===== config.mk =====
export PLATFORM = sky130hd
export DESIGN_NAME = udma_external_per_core_flat
export DESIGN_NICKNAME = d
export VERILOG_FILES = /design/src/rtl/udma_external_per_core_if.sv /design/src/rtl/udma_external_per_core.sv /design/src/flat_wrapper.sv
export SDC_FILE = /design/constraint.sdc
export NUM_CORES = 1
export LEC_CHECK = 0
export ABC_AREA = 0
export CORE_MARGIN = 2
export CORE_UTILIZATION = 40
export CTS_BUF_LIST = sky130_fd_sc_hd__clkbuf_8 sky130_fd_sc_hd__clkbuf_16
export CTS_CLUSTER_DIAMETER = 200
export DETAILED_ROUTE_END_ITERATION = 12
export GPL_ROUTABILITY_DRIVEN = 0
export PLACE_DENSITY = 0.74
export SYNTH_ARGS = -nofsm -noshare
export SYNTH_HDL_FRONTEND = slang
export SYNTH_SLANG_ARGS = --single-unit

===== constraint.sdc =====
create_clock -name clk_i -period 3.1 [get_ports clk_i]
set_input_delay 0.62 -clock clk_i [delete_from_list [all_inputs] [get_ports clk_i]]
set_output_delay 0.62 -clock clk_i [all_outputs]
set_load 0.02 [all_outputs]

===== src/rtl/udma_external_per_core_if.sv =====
// Stream bundle between the uDMA channel, the external-peripheral core and the peripheral pins.
// The core uses the slave modport; the uDMA/peripheral side uses the master modport.
interface udma_external_per_core_if;
  logic [31:0] data_tx_i;
  logic [1:0]  data_tx_datasize_i;
  logic        data_tx_valid_i;
  logic        data_tx_ready_o;
  logic [7:0]  ext_tx_data_o;
  logic        ext_tx_valid_o;
  logic        ext_tx_ready_i;
  logic [7:0]  ext_rx_data_i;
  logic        ext_rx_valid_i;
  logic        ext_rx_ready_o;
  logic [1:0]  data_rx_datasize_i;
  logic [31:0] data_rx_o;
  logic        data_rx_valid_o;
  logic        data_rx_ready_i;

  modport slave (
    input  data_tx_i, data_tx_datasize_i, data_tx_valid_i,
    output data_tx_ready_o,
    output ext_tx_data_o, ext_tx_valid_o,
    input  ext_tx_ready_i,
    input  ext_rx_data_i, ext_rx_valid_i,
    output ext_rx_ready_o,
    input  data_rx_datasize_i,
    output data_rx_o, data_rx_valid_o,
    input  data_rx_ready_i
  );

  modport master (
    output data_tx_i, data_tx_datasize_i, data_tx_valid_i,
    input  data_tx_ready_o,
    input  ext_tx_data_o, ext_tx_valid_o,
    output ext_tx_ready_i,
    output ext_rx_data_i, ext_rx_valid_i,
    input  ext_rx_ready_o,
    output data_rx_datasize_i,
    input  data_rx_o, data_rx_valid_o,
    output data_rx_ready_i
  );
endinterface


===== src/rtl/udma_external_per_core.sv =====
// External peripheral datapath: unpacks uDMA TX words into bytes and packs RX bytes
// into uDMA words, with an idle timeout that flushes partially filled RX words.
module udma_external_per_core #(
  parameter int unsigned TIMEOUT_W = 8
) (
  input  logic                      clk_i,
  input  logic                      rst_i,
  input  logic [31:0]               cfg_setup_i,
  output logic [31:0]               status_o,
  udma_external_per_core_if.slave   bus
);

  typedef enum logic [0:0] {
    TX_IDLE  = 1'b0,
    TX_SHIFT = 1'b1
  } tx_state_e;

  // Index of the last byte lane for a datasize code (sizes 2 and 3 both mean 4 bytes).
  function automatic logic [1:0] size_last(input logic [1:0] datasize);
    logic [1:0] last;
    case (datasize)
      2'd0:    last = 2'd0;
      2'd1:    last = 2'd1;
      default: last = 2'd3;
    endcase
    return last;
  endfunction

  tx_state_e             tx_state_r;
  logic [31:0]           tx_word_r;
  logic [1:0]            tx_idx_r;
  logic [1:0]            tx_last_r;

  logic [31:0]           rx_data_r;
  logic [1:0]            rx_cnt_r;
  logic [1:0]            rx_last_r;
  logic                  rx_valid_r;
  logic [TIMEOUT_W-1:0]  rx_timer_r;
  logic [7:0]            flush_cnt_r;

  logic                  enable_s;
  logic [TIMEOUT_W-1:0]  rx_timeout_s;
  logic [TIMEOUT_W-1:0]  rx_timer_nxt_s;
  logic [1:0]            rx_tgt_last_s;
  logic                  rx_acc_s;
  logic                  rx_pop_s;
  logic                  unused_cfg_s;

  // Holding rst_i also gates the handshakes so every output reads 0 during reset.
  assign enable_s       = cfg_setup_i[0] & ~rst_i;
  assign rx_timeout_s   = cfg_setup_i[8 +: TIMEOUT_W];
  assign unused_cfg_s   = ^{cfg_setup_i[31:8+TIMEOUT_W], cfg_setup_i[7:1]};
  assign rx_timer_nxt_s = rx_timer_r + TIMEOUT_W'(1);
  assign rx_acc_s       = enable_s & ~rx_valid_r & bus.ext_rx_valid_i;
  assign rx_pop_s       = enable_s & rx_valid_r & bus.data_rx_ready_i;
  assign rx_tgt_last_s  = (rx_cnt_r == 2'd0) ? size_last(bus.data_rx_datasize_i) : rx_last_r;

  assign bus.data_tx_ready_o = enable_s & (tx_state_r == TX_IDLE);
  assign bus.ext_tx_valid_o  = enable_s & (tx_state_r == TX_SHIFT);
  assign bus.ext_tx_data_o   = tx_word_r[{tx_idx_r, 3'b000} +: 8];
  assign bus.ext_rx_ready_o  = enable_s & ~rx_valid_r;
  assign bus.data_rx_o       = rx_data_r;
  assign bus.data_rx_valid_o = enable_s & rx_valid_r;

  assign status_o = {16'h0000, flush_cnt_r, tx_idx_r, rx_cnt_r, 1'b0,
                     (rx_cnt_r != 2'd0), rx_valid_r, (tx_state_r == TX_SHIFT)};

  // TX unpacker FSM: capture a word in IDLE, emit its bytes LSB first in SHIFT.
  always_ff @(posedge clk_i) begin
    if (rst_i || !cfg_setup_i[0]) begin
      tx_state_r <= TX_IDLE;
      tx_word_r  <= 32'h0000_0000;
      tx_idx_r   <= 2'd0;
      tx_last_r  <= 2'd0;
    end else begin
      case (tx_state_r)
        TX_IDLE: begin
          if (bus.data_tx_valid_i) begin
            tx_word_r  <= bus.data_tx_i;
            tx_last_r  <= size_last(bus.data_tx_datasize_i);
            tx_idx_r   <= 2'd0;
            tx_state_r <= TX_SHIFT;
          end else begin
            tx_state_r <= TX_IDLE;
          end
        end
        TX_SHIFT: begin
          if (bus.ext_tx_ready_i) begin
            if (tx_idx_r == tx_last_r) begin
              tx_idx_r   <= 2'd0;
              tx_state_r <= TX_IDLE;
            end else begin
              tx_idx_r   <= tx_idx_r + 2'd1;
            end
          end else begin
            tx_state_r <= TX_SHIFT;
          end
        end
        default: begin
          tx_state_r <= TX_IDLE;
          tx_idx_r   <= 2'd0;
        end
      endcase
    end
  end

  // RX packer with idle-timeout flush; an arriving byte always beats an expiring timer.
  always_ff @(posedge clk_i) begin
    if (rst_i || !cfg_setup_i[0]) begin
      rx_data_r   <= 32'h0000_0000;
      rx_cnt_r    <= 2'd0;
      rx_last_r   <= 2'd0;
      rx_valid_r  <= 1'b0;
      rx_timer_r  <= {TIMEOUT_W{1'b0}};
      flush_cnt_r <= 8'd0;
    end else if (rx_acc_s) begin
      rx_timer_r <= {TIMEOUT_W{1'b0}};
      if (rx_cnt_r == 2'd0) begin
        rx_data_r <= {24'h00_0000, bus.ext_rx_data_i};
        rx_last_r <= rx_tgt_last_s;
      end else begin
        rx_data_r[{rx_cnt_r, 3'b000} +: 8] <= bus.ext_rx_data_i;
      end
      if (rx_cnt_r == rx_tgt_last_s) begin
        rx_valid_r <= 1'b1;
        rx_cnt_r   <= 2'd0;
      end else begin
        rx_cnt_r   <= rx_cnt_r + 2'd1;
      end
    end else if (rx_pop_s) begin
      rx_valid_r <= 1'b0;
    end else if (!rx_valid_r && (rx_cnt_r != 2'd0)) begin
      if ((rx_timeout_s != {TIMEOUT_W{1'b0}}) && (rx_timer_nxt_s == rx_timeout_s)) begin
        rx_valid_r <= 1'b1;
        rx_cnt_r   <= 2'd0;
        rx_timer_r <= {TIMEOUT_W{1'b0}};
        if (flush_cnt_r != 8'hFF) begin
          flush_cnt_r <= flush_cnt_r + 8'd1;
        end else begin
          flush_cnt_r <= flush_cnt_r;
        end
      end else if (rx_timer_r != {TIMEOUT_W{1'b1}}) begin
        rx_timer_r <= rx_timer_nxt_s;
      end else begin
        rx_timer_r <= rx_timer_r;
      end
    end else begin
      rx_timer_r <= rx_timer_r;
    end
  end

endmodule


===== src/flat_wrapper.sv =====
// flat-port wrapper written by rule: the top's interface ports become plain ports
module udma_external_per_core_flat 
#(
  parameter int unsigned TIMEOUT_W = 8
)
  (clk_i, rst_i, cfg_setup_i, status_o, bus_data_tx_i, bus_data_tx_datasize_i, bus_data_tx_valid_i, bus_data_tx_ready_o, bus_ext_tx_data_o, bus_ext_tx_valid_o, bus_ext_tx_ready_i, bus_ext_rx_data_i, bus_ext_rx_valid_i, bus_ext_rx_ready_o, bus_data_rx_datasize_i, bus_data_rx_o, bus_data_rx_valid_o, bus_data_rx_ready_i);
  udma_external_per_core_if bus_i ();
  input  logic clk_i;
  input  logic rst_i;
  input  logic [31:0] cfg_setup_i;
  output logic [31:0] status_o;
  input wire logic [$bits(bus_i.data_tx_i)-1:0] bus_data_tx_i;
  input wire logic [$bits(bus_i.data_tx_datasize_i)-1:0] bus_data_tx_datasize_i;
  input wire logic [$bits(bus_i.data_tx_valid_i)-1:0] bus_data_tx_valid_i;
  output wire logic [$bits(bus_i.data_tx_ready_o)-1:0] bus_data_tx_ready_o;
  output wire logic [$bits(bus_i.ext_tx_data_o)-1:0] bus_ext_tx_data_o;
  output wire logic [$bits(bus_i.ext_tx_valid_o)-1:0] bus_ext_tx_valid_o;
  input wire logic [$bits(bus_i.ext_tx_ready_i)-1:0] bus_ext_tx_ready_i;
  input wire logic [$bits(bus_i.ext_rx_data_i)-1:0] bus_ext_rx_data_i;
  input wire logic [$bits(bus_i.ext_rx_valid_i)-1:0] bus_ext_rx_valid_i;
  output wire logic [$bits(bus_i.ext_rx_ready_o)-1:0] bus_ext_rx_ready_o;
  input wire logic [$bits(bus_i.data_rx_datasize_i)-1:0] bus_data_rx_datasize_i;
  output wire logic [$bits(bus_i.data_rx_o)-1:0] bus_data_rx_o;
  output wire logic [$bits(bus_i.data_rx_valid_o)-1:0] bus_data_rx_valid_o;
  input wire logic [$bits(bus_i.data_rx_ready_i)-1:0] bus_data_rx_ready_i;
  assign bus_i.data_tx_i = bus_data_tx_i;
  assign bus_i.data_tx_datasize_i = bus_data_tx_datasize_i;
  assign bus_i.data_tx_valid_i = bus_data_tx_valid_i;
  assign bus_data_tx_ready_o = bus_i.data_tx_ready_o;
  assign bus_ext_tx_data_o = bus_i.ext_tx_data_o;
  assign bus_ext_tx_valid_o = bus_i.ext_tx_valid_o;
  assign bus_i.ext_tx_ready_i = bus_ext_tx_ready_i;
  assign bus_i.ext_rx_data_i = bus_ext_rx_data_i;
  assign bus_i.ext_rx_valid_i = bus_ext_rx_valid_i;
  assign bus_ext_rx_ready_o = bus_i.ext_rx_ready_o;
  assign bus_i.data_rx_datasize_i = bus_data_rx_datasize_i;
  assign bus_data_rx_o = bus_i.data_rx_o;
  assign bus_data_rx_valid_o = bus_i.data_rx_valid_o;
  assign bus_i.data_rx_ready_i = bus_data_rx_ready_i;
  udma_external_per_core #(.TIMEOUT_W(TIMEOUT_W)) u_core (.clk_i(clk_i), .rst_i(rst_i), .cfg_setup_i(cfg_setup_i), .status_o(status_o), .bus(bus_i));
endmodule

Yosys cells after proc, flatten, opt, wreduce, memory -nomap -nowiden
Index checks and enable logic that the tools add are counted.
W data, S select, Z words.
- register bits: 90
- input bits: 82
- output and inout bits: 76
- logic and storage cells: 89
- add/subtract/negate cells: 5
- eq/ne operators: 11
- shifts and indexed selects: 3
- multiplexer cells: 25
- bitwise gates (word level): 12
- reduce and logical (&&, ||, !) cells: 23
- operators by type and width (cell ; count):
    $bwmux W32 ; 1
    $mux W32 ; 1
    $shift A8 B7 Y32 const A ; 1
    $shiftx A32 B6 Y8 ; 1
    $shiftx A8 B7 Y32 ; 1
    $mux W2 ; 9
    $add A8 B1 Y8 const B ; 2
    $mux W8 ; 2
    $ne A8 B8 Y1 const B ; 2
    $pmux W2 S2 ; 3
    $reduce_and A3 Y1 ; 3
    $eq A8 B8 Y1 ; 1
    $mux W1 ; 8
    $reduce_bool A2 Y1 ; 4
    $reduce_bool A8 Y1 ; 1
    $and A1 B1 Y1 ; 7
    $neg A5 Y7 ; 1
    $logic_not A2 Y1 ; 3
    $ne A2 B2 Y1 const B ; 3
    $reduce_and A2 Y1 ; 3
    $reduce_bool A3 Y1 ; 2
    $not A1 Y1 ; 5
    $reduce_and A5 Y1 ; 1
    $add A2 B1 Y2 const B ; 2
    8 further kinds ; 12

Logic depth before layout (Yosys ltp)
- word-level depth: 7
- depth in mapped cells: 9
- depth with buffers taken out: 8

Least setup slack after synthesis
No wires, ideal clock.
- path kind: reg-to-reg
- start: reg u_core.rx_cnt_r[0]
- end: reg u_core.flush_cnt_r[6]
- setup time: 0.115 ns
- data arrival time: 2.409 ns
- required time: 2.985 ns
- setup slack: 0.577 ns
- cell stages (with the launch flop): 10
- path buffers: 1
- period minus slack after synthesis: 2.523 ns
- cells stage by stage: dfxtp_1 -> inv_1 -> ha_1 -> nor2_1 -> o211ai_1 -> a2111o_1 -> a2111o_1 -> buf_2 -> o31a_1 -> o21a_1
- cells in the longest elaborated chain, start to end: 3
- RTL lines (what ; line ; source):
    from (decl) ; udma_external_per_core.sv:35 ; logic [1:0] rx_cnt_r;
    from (signal assigned) ; udma_external_per_core.sv:128 ; rx_cnt_r <= rx_cnt_r + 2'd1;
    $reduce_bool A2 Y1 ; udma_external_per_core.sv:132 ; end else if (!rx_valid_r && (rx_cnt_r != 2'd0)) begin
    $logic_and A1 B1 Y1 ; udma_external_per_core.sv:132 ;
    $reduce_and A5 Y1 (no line) ; - ;
    to (signal assigned) ; udma_external_per_core.sv:138 ; flush_cnt_r <= flush_cnt_r + 8'd1;
    to (signal assigned) ; udma_external_per_core.sv:140 ; flush_cnt_r <= flush_cnt_r;
    to (decl) ; udma_external_per_core.sv:39 ; logic [7:0] flush_cnt_r;
No other way between the ends.
A chain may end at the register's enable or synchronous reset.

Final worst setup path
- start: in cfg_setup_i[0]
- end: out bus_data_rx_valid_o
- cells in the longest elaborated chain, start to end: 2
- RTL lines (what ; line ; source):
    from (decl) ; flat_wrapper.sv:10 ; input logic [31:0] cfg_setup_i;
    $and A1 B1 Y1 ; udma_external_per_core.sv:50 ; assign enable_s = cfg_setup_i[0] & ~rst_i;
    $and A1 B1 Y1 ; udma_external_per_core.sv:63 ; assign bus.data_rx_valid_o = enable_s & rx_valid_r;
    to (decl) ; flat_wrapper.sv:24 ; output wire logic [$bits(bus_i.data_rx_valid_o)-1:0] bus_data_rx_valid_o;
No other way between the ends.

==> impl_metrics.env <==
export IMPL_ys_ff_latch=90
export IMPL_synth_seq_area_share_pct=43.1
export IMPL_fmax_mhz=349
export IMPL_yosysUniqueCellTypes=52
export IMPL_cts_tree="built"
export IMPL_hold_violations=0
export IMPL_port_buffers=117
export IMPL_rows=37
export IMPL_synth_top_cells_by_count="nand2_1 (107), dfxtp_1 (90), a21oi_1 (57)"
export IMPL_dp_cells=737
export IMPL_power_mw=2.24
export IMPL_ctsRootBufferMaster="clkbuf_8"
export IMPL_clk_latency_ns=0.35
export IMPL_status="complete, no violations"
export IMPL_avgSynthCellArea_um2=8.31
export IMPL_synth_warnings=0
export IMPL_critPathBufInv=2
export IMPL_syn_inst=503
export IMPL_drc=0
export IMPL_nNetsFinal=700
export IMPL_cp_arrival_ns=2.24
export IMPL_postCtsSetupBuffers=0
export IMPL_synth_top_area_share_pct=43.1
export IMPL_cts_sinks=90
export IMPL_initial_core_util_pct=40.9
export IMPL_first_pass_iters=7
export IMPL_wl_per_cell_um=14.3
export IMPL_io_pins=158
export IMPL_fin_crit_ns=2.86
export IMPL_overflow=0
export IMPL_cts_resized=0
export IMPL_drv_cap=0
export IMPL_vias=3858
export IMPL_tns_ns=0
export IMPL_synth_most_common_cell="nand2_1"
export IMPL_dpl_hpwl_um=8040
export IMPL_grt_pass1_vias=3733
export IMPL_wl_um=10800
export IMPL_critPathTopFamily="buffers and inverters"
export IMPL_stdcell_area_mm2=0.00563
export IMPL_core_mm2=0.0102
export IMPL_synth_area_top_cells="dfxtp_1 (43%), nand2_1 (9.6%), a21oi_1 (6.8%)"
export IMPL_fillers=950
export IMPL_min_period_over_period_pct=92.4
export IMPL_synth_compound_area_share_pct=16.0
export IMPL_grt_pass1_wl_um=17700
export IMPL_synth_xor_area_share_pct=3.32
export IMPL_grt_max_degree=42
export IMPL_yosysTopAreaCell="dfxtp_1"
export IMPL_syn_area_mm2=0.00418
export IMPL_relSlewSlack_pct=57.4
export IMPL_cp_start_kind="input port"
export IMPL_cts_max_path_buffers=2
export IMPL_area_growth_pct=34.5
export IMPL_setup_violations=0
export IMPL_cts_htree_levels=3
export IMPL_power_density_mw_per_mm2=399
export IMPL_n_antenna_cell=0
export IMPL_hold_path_class="flip-flop to flip-flop"
export IMPL_via_per_inst=5.12
export IMPL_die_area_mm2=0.0113
export IMPL_synth_edf_count=0
export IMPL_place_area_mm2=0.00543
export IMPL_path_clk_slew_ns=0.09
export IMPL_dr_first_iter_drc_count=193
export IMPL_critical_path_max_fanout=4
export IMPL_max_stage_delay_ns=0.60
export IMPL_crit_required_ns=2.48
export IMPL_worstSetupEndpointType="primary output"
export IMPL_grt_usage_pct=19.2
export IMPL_final_cells=753
export IMPL_crit_top_cell="clkdlybuf4s50_1"
export IMPL_cts_hold_fix_buffers=0
export IMPL_synth_mux_area_share_pct=6.22
export IMPL_slew_viol_final=0
export IMPL_grt_setup_unrepaired="no"
export IMPL_tightest_slew_ns=0.638
export IMPL_async_flop_share_pct=0
export IMPL_synthFlopType="dfxtp_1"
export IMPL_cts_made_buffers=9
export IMPL_synth_fa_ha_area_share_pct=1.80
export IMPL_drive_gt1_share_pct=7.62
export IMPL_synthSimpleGateAreaFrac_pct=22.5
export IMPL_final_antenna_net_count=0
export IMPL_die_h_um=106
export IMPL_crit_type="input port to primary output"
export IMPL_path_cells="clkdlybuf4s50_1 -> nor2b_1 -> and2_1 -> clkdlybuf4s50_1"
export IMPL_cp_slowest_cell="clkdlybuf4s50_1"
export IMPL_fin_skew_ns=0.00883
export IMPL_synth_top_family_by_area="simple AND/OR/NAND/NOR gates"
export IMPL_power_leakage_nw=1.97
export IMPL_ir_drop_v=0.000295
export IMPL_die_w_um=106
export IMPL_antenna_found_initial=0
## cell usage in the layout, fill, tap and decap left out, types with 3 or more instances in the layout
| master | count |
|---|---|
| mux4_2 | 8 |
| or4_1 | 3 |
| and3_1 | 3 |
| xor2_1 | 6 |
| ha_1 | 6 |
| clkinv_4 | 3 |
| nor2_1 | 41 |
| a21oi_1 | 57 |
| nand3_1 | 20 |
| dfxtp_1 | 90 |
| or3_1 | 3 |
| inv_1 | 7 |
| nor3_1 | 9 |
| o21ai_0 | 7 |
| mux2i_1 | 8 |
| nand2_1 | 107 |
| conb_1 | 17 |
| nand2b_1 | 5 |
| clkbuf_8 | 11 |
| buf_4 | 14 |
| o211ai_1 | 5 |
| xnor2_1 | 8 |
| a22oi_1 | 17 |
| and2_1 | 3 |
| clkdlybuf4s50_1 | 117 |
## power by group
part	leakage [nW]	switching, mW	internal [mW]	total (mW)
Sequential	0.728	0.0138	1.17	1.19
Clock	0.102	0.427	0.348	0.775
Combinational	1.14	0.151	0.130	0.281
## kinds of logic (layout without fill, tap and decap cells)
kind of cell / Yosys count / count (layout)
compound gates: 108 / 108
xor+xnor: 15 / 15
fa+ha+maj: 6 / 6
buf+inv: 56 / 154
flops: 90 / 90
mux: 16 / 16
other cells: 1 / 17
simple gates: 211 / 211
## cell type report
type	count	area [µm²]	share of cell area, %
Inverter	7	26.3	0.467
Tap cell	136	170	3.02
Sequential cell	90	1800	32.0
Timing Repair Buffer	131	1280	22.7
Multi-Input combinational cell	373	2150	38.3
Clock buffer	11	151	2.69
Clock inverter	5	46.3	0.823
## sequential cells by signal (all words and copies together) (netlist names)
register	cells
u_core.rx_last_r	2
u_core.rx_cnt_r	2
u_core.tx_word_r	32
u_core.rx_valid_r	1
u_core.tx_idx_r	2
u_core.flush_cnt_r	8
u_core.tx_last_r	2
u_core.tx_state_r	1
u_core.rx_timer_r	8
u_core.bus.data_rx_o	32
## worst min-delay path, cell delays in order, from the launching register on
cell and delay, ns:
dfxtp_1 0.32, nand2_1 0.05, a21oi_1 0.05
## metal layers
layer	GRT usage, %	part of all wire (%)	vias up
li1	-	-	1926
met1	23.4	44	1815
met2	33.3	49	107
met3	5.58	5.6	10
met4	4.70	1.4	0
met5	0	0	-
## through the flow
| step | hold WS, ns | util (%) | setup WS (ns) |
|---|---|---|---|
| after detailed placement | 0.445 | 53.1 | 0.0679 |
| after CTS | 0.457 | 55.0 | 0.192 |
| after global placement | 0.438 | 53.1 | 0.127 |
| after floorplan | 0.433 | - | 0.577 |
| after global routing | 0.478 | 55.0 | 0.113 |
| final | 0.454 | 55.0 | 0.237 |
## worst paths after layout
path / from / end / cells after the start / slack (ns)
hold reg to reg: u_core.bus.data_rx_o[8] / u_core.bus.data_rx_o[8] / 2 / 0.45
setup reg to reg: u_core.rx_cnt_r[0] / u_core.flush_cnt_r[0] / 9 / 0.38
hold / removal: u_core.bus.data_rx_o[8] / u_core.bus.data_rx_o[8] / 2 / 0.45
setup / recovery: cfg_setup_i[0] / bus_data_rx_valid_o / 4 / 0.24
Power figures use the tool's default switching activity.
